**config.mk**
```make
export PLATFORM = sky130hd
export DESIGN_NAME = decode_issue_stage
export DESIGN_NICKNAME = d
export VERILOG_FILES = /design/src/rtl/decode_issue_stage.sv
export SDC_FILE = /design/constraint.sdc
export NUM_CORES = 1
export LEC_CHECK = 0
export ABC_AREA = 1
export BUFFER_PORTS_ARGS = -buffer_cell sky130_fd_sc_hd__buf_2
export CORE_MARGIN = 2
export CORE_UTILIZATION = 35
export DETAILED_ROUTE_END_ITERATION = 16
export HOLD_SLACK_MARGIN = 0.05
export PLACE_DENSITY = 0.67
export SYNTH_ARGS = -nofsm -noshare
export SYNTH_HDL_FRONTEND = slang
export SYNTH_SLANG_ARGS = --single-unit
export TNS_END_PERCENT = 10
```
**constraint.sdc**
```tcl
create_clock -name i_clk -period 2.2 [get_ports i_clk]
set_input_delay 0.44 -clock i_clk [delete_from_list [all_inputs] [get_ports i_clk]]
set_output_delay 0.44 -clock i_clk [all_outputs]
set_load 0.005 [all_outputs]
```
**src/rtl/decode_issue_stage.sv**
```systemverilog
// Instruction-decode stage: IF/ID latch, RAW hazard resolution, registered ID/EX bundle.
// Optional macro ID_FWD_EN enables EX/MEM operand forwarding; without it, hazards stall.
module decode_issue_stage #(
  parameter int DATA_W  = 16,
  parameter int ADDR_W  = 5,
  parameter int INSTR_W = 32,
  parameter int PC_W    = 16
) (
  input  logic               i_clk,
  input  logic               i_rst,
  input  logic               i_valid,
  input  logic [INSTR_W-1:0] i_instr,
  input  logic [PC_W-1:0]    i_pc,
  output logic               o_ready,
  output logic [ADDR_W-1:0]  o_src1,
  output logic [ADDR_W-1:0]  o_src2,
  input  logic [DATA_W-1:0]  i_reg1,
  input  logic [DATA_W-1:0]  i_reg2,
  input  logic               i_ex_wr_en,
  input  logic               i_ex_is_load,
  input  logic [ADDR_W-1:0]  i_ex_dest,
  input  logic [DATA_W-1:0]  i_ex_result,
  input  logic               i_mem_wr_en,
  input  logic [ADDR_W-1:0]  i_mem_dest,
  input  logic [DATA_W-1:0]  i_mem_result,
  input  logic               i_flush,
  input  logic               i_ex_ready,
  output logic               o_valid,
  output logic [5:0]         o_opcode,
  output logic [ADDR_W-1:0]  o_dest,
  output logic [DATA_W-1:0]  o_op1,
  output logic [DATA_W-1:0]  o_op2,
  output logic [DATA_W-1:0]  o_imm,
  output logic               o_wr_en,
  output logic               o_is_load,
  output logic [PC_W-1:0]    o_pc
);

  logic               ifid_v_reg;
  logic [INSTR_W-1:0] ifid_instr_reg;
  logic [PC_W-1:0]    ifid_pc_reg;

  logic               valid_reg;
  logic [5:0]         opcode_reg;
  logic [ADDR_W-1:0]  dest_reg;
  logic [DATA_W-1:0]  op1_reg, op2_reg, imm_reg;
  logic               wr_en_reg, is_load_reg;
  logic [PC_W-1:0]    pc_reg;

  logic [1:0]         cls;
  logic [ADDR_W-1:0]  src [2];
  logic [DATA_W-1:0]  reg_data [2];
  logic [DATA_W-1:0]  operand [2];
  logic [1:0]         used, stall_hit;
  logic [DATA_W-1:0]  imm_next;
  logic               hazard, issue, accept;

  assign cls         = ifid_instr_reg[31:30];
  assign src[0]      = ifid_instr_reg[20:16];
  assign src[1]      = ifid_instr_reg[15:11];
  assign reg_data[0] = i_reg1;
  assign reg_data[1] = i_reg2;
  assign used[0]     = 1'b1;
  assign used[1]     = (cls == 2'b00) || (cls == 2'b11);

  genvar gi;
  generate
    for (gi = 0; gi < 2; gi++) begin : g_src
      logic ex_hit, mem_hit;
      assign ex_hit  = used[gi] && i_ex_wr_en && (i_ex_dest == src[gi]);
      assign mem_hit = used[gi] && i_mem_wr_en && (i_mem_dest == src[gi]);
`ifdef ID_FWD_EN
      // A load in EX has no data yet; it can only be forwarded once it reaches MEM.
      assign stall_hit[gi] = ex_hit && i_ex_is_load;
      assign operand[gi]   = (ex_hit && !i_ex_is_load) ? i_ex_result :
                             mem_hit                   ? i_mem_result : reg_data[gi];
`else
      assign stall_hit[gi] = ex_hit || mem_hit;
      assign operand[gi]   = reg_data[gi];
`endif
    end
  endgenerate

`ifndef ID_FWD_EN
  logic unused_fwd;
  assign unused_fwd = ^{i_ex_result, i_mem_result, i_ex_is_load};
`endif

  assign hazard  = ifid_v_reg && (|stall_hit);
  assign issue   = ifid_v_reg && !hazard && (!valid_reg || i_ex_ready);
  assign o_ready = !i_flush && (!ifid_v_reg || issue);
  assign accept  = i_valid && o_ready;

  always_comb begin
    imm_next = '0;
    case (cls)
      2'b01, 2'b10: imm_next = DATA_W'(ifid_instr_reg[15:0]);
      2'b11:        imm_next = DATA_W'($signed(ifid_instr_reg[10:0]));
      default:      imm_next = '0;
    endcase
  end

  always_ff @(posedge i_clk) begin
    if (i_rst) begin
      ifid_v_reg     <= 1'b0;
      ifid_instr_reg <= '0;
      ifid_pc_reg    <= '0;
    end else begin
      if (i_flush)     ifid_v_reg <= 1'b0;
      else if (accept) ifid_v_reg <= 1'b1;
      else if (issue)  ifid_v_reg <= 1'b0;
      if (accept) begin
        ifid_instr_reg <= i_instr;
        ifid_pc_reg    <= i_pc;
      end
    end
  end

  always_ff @(posedge i_clk) begin
    if (i_rst) begin
      valid_reg   <= 1'b0;
      opcode_reg  <= '0;
      dest_reg    <= '0;
      op1_reg     <= '0;
      op2_reg     <= '0;
      imm_reg     <= '0;
      wr_en_reg   <= 1'b0;
      is_load_reg <= 1'b0;
      pc_reg      <= '0;
    end else if (i_flush) begin
      valid_reg <= 1'b0;
    end else if (issue) begin
      valid_reg   <= 1'b1;
      opcode_reg  <= ifid_instr_reg[31:26];
      dest_reg    <= ifid_instr_reg[25:21];
      op1_reg     <= operand[0];
      op2_reg     <= operand[1];
      imm_reg     <= imm_next;
      wr_en_reg   <= (cls != 2'b11);
      is_load_reg <= (cls == 2'b10);
      pc_reg      <= ifid_pc_reg;
    end else if (i_ex_ready) begin
      valid_reg <= 1'b0;
    end
  end

  assign o_src1    = src[0];
  assign o_src2    = src[1];
  assign o_valid   = valid_reg;
  assign o_opcode  = opcode_reg;
  assign o_dest    = dest_reg;
  assign o_op1     = op1_reg;
  assign o_op2     = op2_reg;
  assign o_imm     = imm_reg;
  assign o_wr_en   = wr_en_reg;
  assign o_is_load = is_load_reg;
  assign o_pc      = pc_reg;

endmodule
```
==> results of run 1 <==
[cells in the final DEF (no fill, tap or decap), types with 4 or more instances in the layout]
cell type / count
buf_2: 185
nand2_1: 179
inv_1: 154
nor2_1: 142
dfxtp_1: 125
o21ai_0: 50
nand4_1: 48
a21oi_1: 44
clkbuf_16: 21
o21ai_1: 18
buf_4: 18
a21oi_2: 7
clkinvlp_4: 5
buf_12: 5
inv_2: 4
[cell families after synthesis]
| family | after synthesis |
|---|---|
| adder cells (fa/ha/maj) | 3 |
| buffers and inverters | 221 |
| AND/OR/NAND/NOR | 382 |
| AO/OA/AOI/OAI | 121 |
| flip-flops | 127 |
[power groups by stage]
stage          logic (uW)  clock network, uW  registers [uW]
2_1_floorplan         384                  0            2480
3_3_place_gp          600                  0            2480
3_5_place_dp          606                  0            2490
4_1_cts               621               2970            2440
5_1_grt               739               3070            2450
6_report              643               2910            2440
[critical path, cell delays in order (launching register included)]
cell and delay, ns:
dfxtp_2 0.35, inv_4 0.05, ha_4 0.25, nor2_1 0.10, nand2_1 0.05, nor2_1 0.11, nand2_1 0.08, nor2_2 0.12
nor2_2 0.06, nand3_2 0.07, a21oi_2 0.05, buf_2 0.13
[per-layer routing]
layer / track usage, % / up-vias / wire [um]
met1: 22.50 / 2553 / 7481
met2: 28.91 / 136 / 7575
met3: 5.285 / 25 / 833
met5: 0 / - / 0
met4: 6.461 / 0 / 332
li1: - / 2942 / -
[metrics by stage]
| stage | hold slack, ns | setup TNS, ns |
|---|---|---|
| 4_1_cts | 0.2281 | -0.1104 |
| 5_1_grt | 0.2433 | -12.56 |
| 3_3_place_gp | 0.4388 | 0 |
| 2_1_floorplan | 0.4297 | 0 |
| 6_report | 0.2426 | -0.06846 |
| 3_5_place_dp | 0.4463 | 0 |
[synth_stat cells (2+ instances only)]
cell	instances	area share, %
o21ai_0	66	5.8
dfxtp_1	127	45
ha_1	3	0.66
nand3_1	4	0.35
buf_2	14	1.2
buf_4	14	1.8
nand4_1	48	5.3
o21ai_1	2	0.18
buf_6	2	0.40
a21oi_1	51	4.5
nand3_2	2	0.35
inv_1	157	10
nor2_1	145	9.6
nand2_1	179	12
clkbuf_1	27	1.8
buf_1	5	0.33
[area by class of cell]
type / instances / area (um2)
multi-input cells: 506 / 2285
repair buffers: 215 / 1295
well taps: 216 / 270.3
clock buffers: 19 / 452.9
inverters: 159 / 599.3
flip-flops and latches: 127 / 2545
fillers: 1639 / 8274
clock inverters: 13 / 163.9
[worst max-delay path by stage]
stage,cells past startpoint,endpoint,startpoint
6_report,11,o_ready,ifid_instr_reg[30]$_SDFFE_PP0P_
5_1_grt,11,o_ready,ifid_instr_reg[30]$_SDFFE_PP0P_
4_1_cts,11,o_ready,ifid_instr_reg[30]$_SDFFE_PP0P_
3_5_place_dp,14,ifid_instr_reg[30]$_SDFFE_PP0P_,ifid_instr_reg[31]$_SDFFE_PP0P_
3_3_place_gp,14,ifid_instr_reg[30]$_SDFFE_PP0P_,ifid_instr_reg[31]$_SDFFE_PP0P_
2_1_floorplan,16,ifid_instr_reg[21]$_SDFFE_PP0P_,ifid_instr_reg[31]$_SDFFE_PP0P_
[what timing repair did]
item / CTS / global route
setup endpoints to repair: 1 / 127
pin swaps: 2 / 16
gates resized for setup: 9 / 26
gates cloned: 0 / 4
setup buffers: 3 / 7
==> metrics.cfg, run 1 <==
[power_and_ir_drop]
p_sw_share_pct=24.73
p_seq_share_pct=40.7
cellPowerDensity_nw_per_um2=786.7
power.internal_uw=4507
clkPwrFrac_pct=48.5
switching_power_uw=1481
combPwrFrac_pct=10.7
p_leak_uw=0.004121
total_power_uw=5988
ir_worst_vdd_uv=535.5

[setup_path]
rr_worst_depth=16
critPathCaptureType=primary output
startpoint_type=register
r2r_end=o_opcode[4]$_SDFFE_PP0P_
worstPathRequired_ns=1.76
critPathMaxFanout=3
worstPathArrival_ns=1.83
r2r-start=ifid_instr_reg[31]$_SDFFE_PP0P_
worst-r2r-setup-slack_ns=0.02
path_class=register to primary output

[yosys]
synth_fa_ha_area_share_pct=0.6596
synthDistinctLibCells=24
synth-seq-cells=127
synth_top_flop_cell=dfxtp_1
netlist_instances=854
netlist_area_um2=5690
ys_async_sr_fraction_pct=0
syn_avg_cell_area_um2=6.663
synth_compound_area_share_pct=10.73
synth-seq-area-share_pct=44.68
synth_nets=987
synth_top_family_by_area=simple AND/OR/NAND/NOR gates
synth-simple-area-share_pct=27.86
yosysWarnings=0
synthXorXnorAreaFrac_pct=0
synth_edf_count=0
synthMuxAreaShare_pct=0

[route]
dr.pass1.iters=5
ant_nets=0
vias=5656
wl_mm=16.22
vias_per_cell=4.507
first_iter_violations=291
wl_per_cell_um=12.93
drc=0

[final_layout]
largest_reg_flops=32
area_delta_synth_final_pct=33.75
design_area_um2=7611
diodes=0
stdcell_count=1255
final_util_pct=47.91
nets=1159
drive_gt1_share_pct=25.99

[timing]
period_needed_ns=2.268
fin_crit_sh_pct=103.1
worst_pin_slew_ns=0.5273
setup_viol=1
grt_setup_unrepaired=true
fin_skew_ns=0.007311
setup_ws_ns=-0.06846
fmax_mhz=440.8
slew_headroom_pct=64.84
slew_viol_final=0
final_hold_viol_count=0

[cts]
htree_levels=4
path_clk_slew_ns=0.05
cts.sinks=127
cts_buffers=17
clockBufferDepth=2
cts.root.buffer_cell=clkbuf_16
clock_latency_ns=0.42
hold_buffers=0
tritoncts=done

[place]
numPortBuffers=185
dp_slack_ns=0.02610
dp_cells=1209
gp_congestion=0.8062
place_area_um2=6756
dp_hpwl_mm=10.21

[floorplan]
ios=219
rows=46
die_area_um2=17290
start_util_pct=35.82
die_x_um=131.5
die_h_um=131.5
design.core.area_um2=15890

[grt]
grt_usage_pct=17.85
antenna_found_initial=0
grt_pass1_wl_mm=24.98
grt_overflow=0
grt_start_max_net_pins=112
grt_pass1_vias=5098

[flow_run]
max-cap-violations=0

[min_path]
hp-start=i_reg1[12]
hold_class=input pin to register
min_delay_path_depth=3
min_to=o_op1[12]$_SDFFE_PP0P_

[outcome]
status=complete, but fails checks
violations=setup timing

No activity file was read; power rests on OpenSTA's default activity.
==> inputs of run 2 (changes only) <==
--- a/config.mk
+++ b/config.mk
@@ -7,9 +7,10 @@
 export LEC_CHECK = 0
 export ABC_AREA = 1
 export BUFFER_PORTS_ARGS = -buffer_cell sky130_fd_sc_hd__buf_2
-export CORE_MARGIN = 2
+export CORE_MARGIN = 1.5
 export CORE_UTILIZATION = 35
 export DETAILED_ROUTE_END_ITERATION = 16
+export GPL_TIMING_DRIVEN = 0
 export HOLD_SLACK_MARGIN = 0.05
 export PLACE_DENSITY = 0.67
 export SYNTH_ARGS = -nofsm -noshare
==> metrics.cfg, run 2 (synthesis results as in run 1) <==
[outcome]
status=complete, but fails checks
violations=setup timing

[cts]
htree_levels=4  ; unchanged
cts.sinks=127  ; unchanged
path_clk_slew_ns=0.05  ; about the same
clock_latency_ns=0.41  ; about the same
cts_buffers=17  ; unchanged
tritoncts=done
cts.root.buffer_cell=clkbuf_16
clockBufferDepth=2  ; unchanged

[floorplan]
rows=46  ; unchanged
start_util_pct=35.82  ; unchanged
die_area_um2=17030  ; -1.5%
die_h_um=130.5  ; -0.76%
die_x_um=130.5  ; -0.76%
ios=219  ; unchanged
design.core.area_um2=15890  ; unchanged

[route]
dr.pass1.iters=5  ; unchanged
drc=0  ; unchanged
wl_per_cell_um=12.86  ; -0.53%
vias_per_cell=4.451  ; -1.2%
ant_nets=0  ; unchanged
wl_mm=16.64  ; +2.6%
first_iter_violations=278  ; -4.5%
vias=5759  ; +1.8%

[setup_path]
path_class=register to primary output
worstPathArrival_ns=1.80  ; -0.03 ns
startpoint_type=register
critPathCaptureType=primary output
critPathMaxFanout=3  ; unchanged
worstPathRequired_ns=1.76  ; about the same

[timing]
slew_headroom_pct=63.91  ; -0.94 points
fmax_mhz=447.0  ; +1.4%
slew_viol_final=0  ; unchanged
worst_pin_slew_ns=0.5414  ; +0.01409 ns
final_hold_viol_count=0  ; unchanged
setup_viol=1  ; unchanged
fin_skew_ns=0.003983  ; -0.003328 ns
fin_crit_sh_pct=101.7  ; -1.4 points
setup_ws_ns=-0.03726  ; +0.03120 ns
period_needed_ns=2.237  ; -0.03120 ns
grt_setup_unrepaired=true

[grt]
antenna_found_initial=0  ; unchanged
grt_overflow=0  ; unchanged
grt_start_max_net_pins=17  ; -85%
grt_pass1_vias=5120  ; +0.43%
grt_pass1_wl_mm=25.07  ; +0.38%
grt_usage_pct=19.21  ; +1.4 points

[final_layout]
layout_common_cells=buf_2 (190), nand2_1 (178), inv_1 (155)
design_area_um2=7692  ; +1.1%
mostFrequentLayoutCell=buf_2
final_util_pct=48.42  ; +0.51 points
nets=1200  ; +3.5%
drive_gt1_share_pct=25.70  ; -0.29 points
largest_reg_flops=32  ; unchanged
diodes=0  ; unchanged
area_delta_synth_final_pct=35.18

[power_and_ir_drop]
p_leak_uw=0.004194  ; +1.8%
cellPowerDensity_nw_per_um2=771.9  ; -1.9%
ir_worst_vdd_uv=545.6  ; +1.9%

[place]
place_area_um2=6882  ; +1.9%
numPortBuffers=184  ; -0.54%
dp_hpwl_mm=12.18  ; +19%
gp_congestion=0.7945  ; -1.5%

[min_path]
hold_class=input pin to register

[flow_run]
max-cap-violations=0  ; unchanged

run 2: changes by cell type in the layout (fill, tap and decap cells not counted), moves of 5 or more:
cell / change
buf_1: +5
buf_2: +5
buf_4: +10
clkbuf_1: +24
o21ai_0: +7
o21ai_1: -8
run 2: layout make-up:
class / count / area [um2]
inverter: 159 / 599.3
clock inverter: 5 / 77.57
tap: 216 / 270.3
clock buffer: 25 / 515.5
multi-input combinational: 506 / 2286
sequential: 127 / 2545
timing repair buffer: 195 / 1007
fill: 1684 / 8193
buffer: 61 / 391.6
run 2: critical path: stages, from the launching register on:
cell	delay [ns]
dfxtp_2	0.35
inv_4	0.04
ha_4	0.28
nor2_2	0.03
nand2_1	0.05
nor2_1	0.04
nand2_1	0.07
nor2_2	0.04
nor2_2	0.12
nand3_2	0.10
a21oi_2	0.12
buf_2	0.13
run 2: path summary, 6_finish.rpt:
| check | start | to | slack (ns) | depth (start not counted) |
|---|---|---|---|---|
| max | ifid_instr_reg[30]$_SDFFE_PP0P_ | o_ready | -0.04 | 11 |
| min reg2reg | ifid_instr_reg[29]$_SDFFE_PP0P_ | o_opcode[3]$_SDFFE_PP0P_ | 0.45 | 2 |
| max reg2reg | ifid_instr_reg[30]$_SDFFE_PP0P_ | o_op1[11]$_SDFFE_PP0P_ | 0.06 | 14 |
| min | i_reg2[14] | o_op2[14]$_SDFFE_PP0P_ | 0.24 | 3 |
run 2: where the power goes:
part           leakage (uW)  switching (uW)  internal, uW
Combinational       0.00287             389           284
Sequential          0.00104            43.9          2400
Clock              0.000291             992          1830
run 2: stage by stage:
stage | power [uW] | hold WS [ns] | instances | setup TNS, ns | setup slack [ns]
global route | 6173 | 0.2490 | 1294 | -2.574 | -0.1599
finish | 5937 | 0.2428 | 1294 | -0.03726 | -0.03726
detailed placement | 3115 | 0.4454 | 1254 | -17.86 | -0.2730
floorplan | 2865 | 0.4297 | 854 | 0 | 0.1955
CTS | 5961 | 0.2315 | 1291 | -0.4185 | -0.1795
global placement | 3109 | 0.4387 | 1254 | -15.74 | -0.2670
run 2: repair_timing:
action / in CTS / in global routing
setup endpoints to repair: 120 / 127
hold buffers: 0 / 0
pin swaps: 7 / 6
hold endpoints to repair: 0 / 0
buffers inserted: 7 / 4
gates resized for setup: 37 / 27
run 2: per-layer routing:
| metal | share of wire (%) | global-route usage [%] | vias to the layer above | wire length [um] |
|---|---|---|---|---|
| met3 | 4.6 | 4.235 | 26 | 770 |
| met4 | 1.9 | 6.981 | 0 | 308 |
| met5 | 0 | 0 | - | 0 |
| met1 | 47 | 25.25 | 2575 | 7834 |
| met2 | 46 | 31.08 | 136 | 7723 |
| li1 | - | - | 3022 | - |
==> inputs of run 3 (changes only) <==
==> constraint.sdc (replaced) <==
create_clock -name i_clk -period 2.2 [get_ports i_clk]
set_input_delay 0.33 -clock i_clk [delete_from_list [all_inputs] [get_ports i_clk]]
set_output_delay 0.33 -clock i_clk [all_outputs]
set_load 0.005 [all_outputs]
==> metrics.cfg, run 3 (synthesis results as in run 1) <==
[cts]
cts.root.buffer_cell=clkbuf_16
clockBufferDepth=2  ; unchanged
clock_latency_ns=0.41  ; about the same
cts_buffers=17  ; unchanged
path_clk_slew_ns=0.05  ; about the same
cts.sinks=127  ; unchanged
htree_levels=4  ; unchanged
tritoncts=done

[power_and_ir_drop]
cellPowerDensity_nw_per_um2=778.0  ; +0.79%
combPwrFrac_pct=11.3  ; about the same
p_seq_share_pct=41.2  ; about the same
p_sw_share_pct=23.98  ; about the same
ir_worst_vdd_uv=545.2  ; about the same
power.internal_uw=4509  ; about the same
p_leak_uw=0.004170  ; -0.56%
total_power_uw=5932  ; about the same
clkPwrFrac_pct=47.6  ; about the same
switching_power_uw=1422  ; -0.14%

[setup_path]
critPathMaxFanout=3  ; unchanged
critPathCaptureType=primary output
cp_top_family=simple AND/OR/NAND/NOR gates
startpoint_type=register
path_class=register to primary output
worstPathArrival_ns=1.86  ; +0.06 ns
path_cells=inv_4 -> ha_4 -> nor2_4 -> nand2_2 -> nor2_1 -> nand2_1 -> nor2_2 -> nor2_2 -> nand3_2 -> a21oi_2 -> buf_2
path_buf_inv=2  ; unchanged
worstPathRequired_ns=1.87  ; +0.11 ns
max_stage_delay_ns=0.35  ; about the same
timing.critical_path.mode_cell=nor2_2
critical_path.slowest_cell=dfxtp_2

[grt]
met3_usage_pct=4.235  ; unchanged
antenna_found_initial=0  ; unchanged
grt.met2_usage_pct=30.93  ; -0.15 points
use_met1_pct=25.25  ; unchanged
grt_usage_pct=19.17  ; -0.043 points
grt_pass1_vias=5127  ; +0.14%
top_usage_layer=met2
grt_overflow=0  ; unchanged
grt_start_max_net_pins=17  ; unchanged
grt_pass1_wl_mm=25.05  ; -0.11%

[final_layout]
diodes=0  ; unchanged
drive_gt1_share_pct=25.14  ; -0.56 points
mostFrequentLayoutCell=buf_2
final.fill_count=1686  ; +0.12%
largest_reg_flops=32  ; unchanged
stdcell_count=1290  ; -0.31%
nets=1196  ; -0.33%
area_delta_synth_final_pct=33.99
layout_common_cells=buf_2 (192), nand2_1 (177), inv_1 (155)

[floorplan]
design.core.area_um2=15890  ; unchanged
die_area_um2=17030  ; unchanged
start_util_pct=35.82  ; unchanged
die_x_um=130.5  ; unchanged
rows=46  ; unchanged
die_h_um=130.5  ; unchanged
ios=219  ; unchanged

[timing]
final_hold_viol_count=0  ; unchanged
fin_crit_sh_pct=99.66  ; -2.0 points
fmax_mhz=456.1  ; +2.0%
grt_setup_unrepaired=true
hold-worst-slack_ns=0.1330  ; -0.1098 ns
worst_pin_slew_ns=0.5106  ; -0.03085 ns
fin_setup_tns_ns=0  ; +0.03726 ns
fin_skew_ns=0.004059  ; +0.00007602 ns
period_needed_ns=2.193  ; -0.04468 ns
setup_viol=0  ; -1
slew_viol_final=0  ; unchanged
slew_headroom_pct=65.96  ; +2.1 points

[place]
dp_hpwl_mm=12.18  ; unchanged
gp_congestion=0.7945  ; unchanged
numPortBuffers=184  ; unchanged
dp_cells=1254  ; unchanged

[route]
vias_per_cell=4.449  ; about the same
first_iter_violations=308  ; +11%
wl_per_cell_um=12.83  ; -0.24%
ant_nets=0  ; unchanged
wl_mm=16.55  ; -0.55%
vias=5739  ; -0.35%
drc=0  ; unchanged
dr.pass1.iters=5  ; unchanged

[outcome]
status=finished clean

[min_path]
hold_class=input pin to register

[flow_run]
max-cap-violations=0  ; unchanged

[run 3: cell count changes in the layout (fill, tap and decap cells not counted), moves of 2 or more]
cell	change
o21ai_1	-8
buf_8	-2
a21oi_1	+2
buf_4	-5
clkbuf_2	+3
o21ai_0	+9
a21oi_2	-2
clkbuf_4	-2
buf_2	+2
[run 3: area by class of cell]
class | count | area [um2] | area share (%)
multi-input cells | 506 | 2282 | 29.93
flip-flops and latches | 127 | 2545 | 33.38
well taps | 216 | 270.3 | 3.544
clock inverters | 5 | 77.57 | 1.017
inverters | 159 | 601.8 | 7.893
repair buffers | 192 | 980.9 | 12.87
plain buffers | 60 | 351.6 | 4.611
clock buffers | 25 | 515.5 | 6.761
[run 3: final timing paths]
| kind | start | endpoint | slack (ns) | depth (start not counted) |
|---|---|---|---|---|
| max | ifid_instr_reg[30]$_SDFFE_PP0P_ | o_ready | 0.007 | 11 |
| max reg2reg | ifid_instr_reg[30]$_SDFFE_PP0P_ | ifid_pc_reg[12]$_SDFFE_PP0P_ | 0.08 | 17 |
| min reg2reg | ifid_instr_reg[29]$_SDFFE_PP0P_ | o_opcode[3]$_SDFFE_PP0P_ | 0.45 | 2 |
| min | i_reg2[14] | o_op2[14]$_SDFFE_PP0P_ | 0.13 | 3 |
[run 3: layer usage]
metal | part of all wire, % | routed length (um)
met5 | 0 | 0
met4 | 1.7 | 287
met3 | 4.0 | 663
met2 | 47 | 7767
met1 | 47 | 7826
[run 3: stage by stage]
step           utilization [%]  setup WS [ns]  area (um2)
2_1_floorplan                -         0.1955        5690
3_3_place_gp             43.32        -0.2670        6882
3_5_place_dp             43.32        -0.2730        6882
4_1_cts                  47.56        -0.1200        7555
5_1_grt                  48.00        -0.1084        7625
6_report                 48.00       0.007424        7625
[run 3: timing repair]
item,CTS,global route
gates resized for setup,19,22
buffers inserted,4,4
hold endpoints to repair,0,0
hold buffers,0,0
pin swaps,7,10
setup endpoints to repair,120,127
[run 3: worst register-to-register path, delay by kind of cell (launching register included)]
kind	cells	cell delay (ns)
buffers and inverters	5	0.54
adder cells (fa/ha/maj)	1	0.30
flip-flops	1	0.35
AND/OR/NAND/NOR	11	0.87
[run 3: power by group through the flow]
| stage | Clock, uW | Sequential [uW] | Combinational, uW |
|---|---|---|---|
| floorplan | 0 | 2480 | 384 |
| detailed placement | 0 | 2490 | 628 |
| finish | 2820 | 2440 | 669 |
| global route | 2960 | 2450 | 764 |
| global placement | 0 | 2490 | 622 |
| CTS | 2860 | 2440 | 655 |
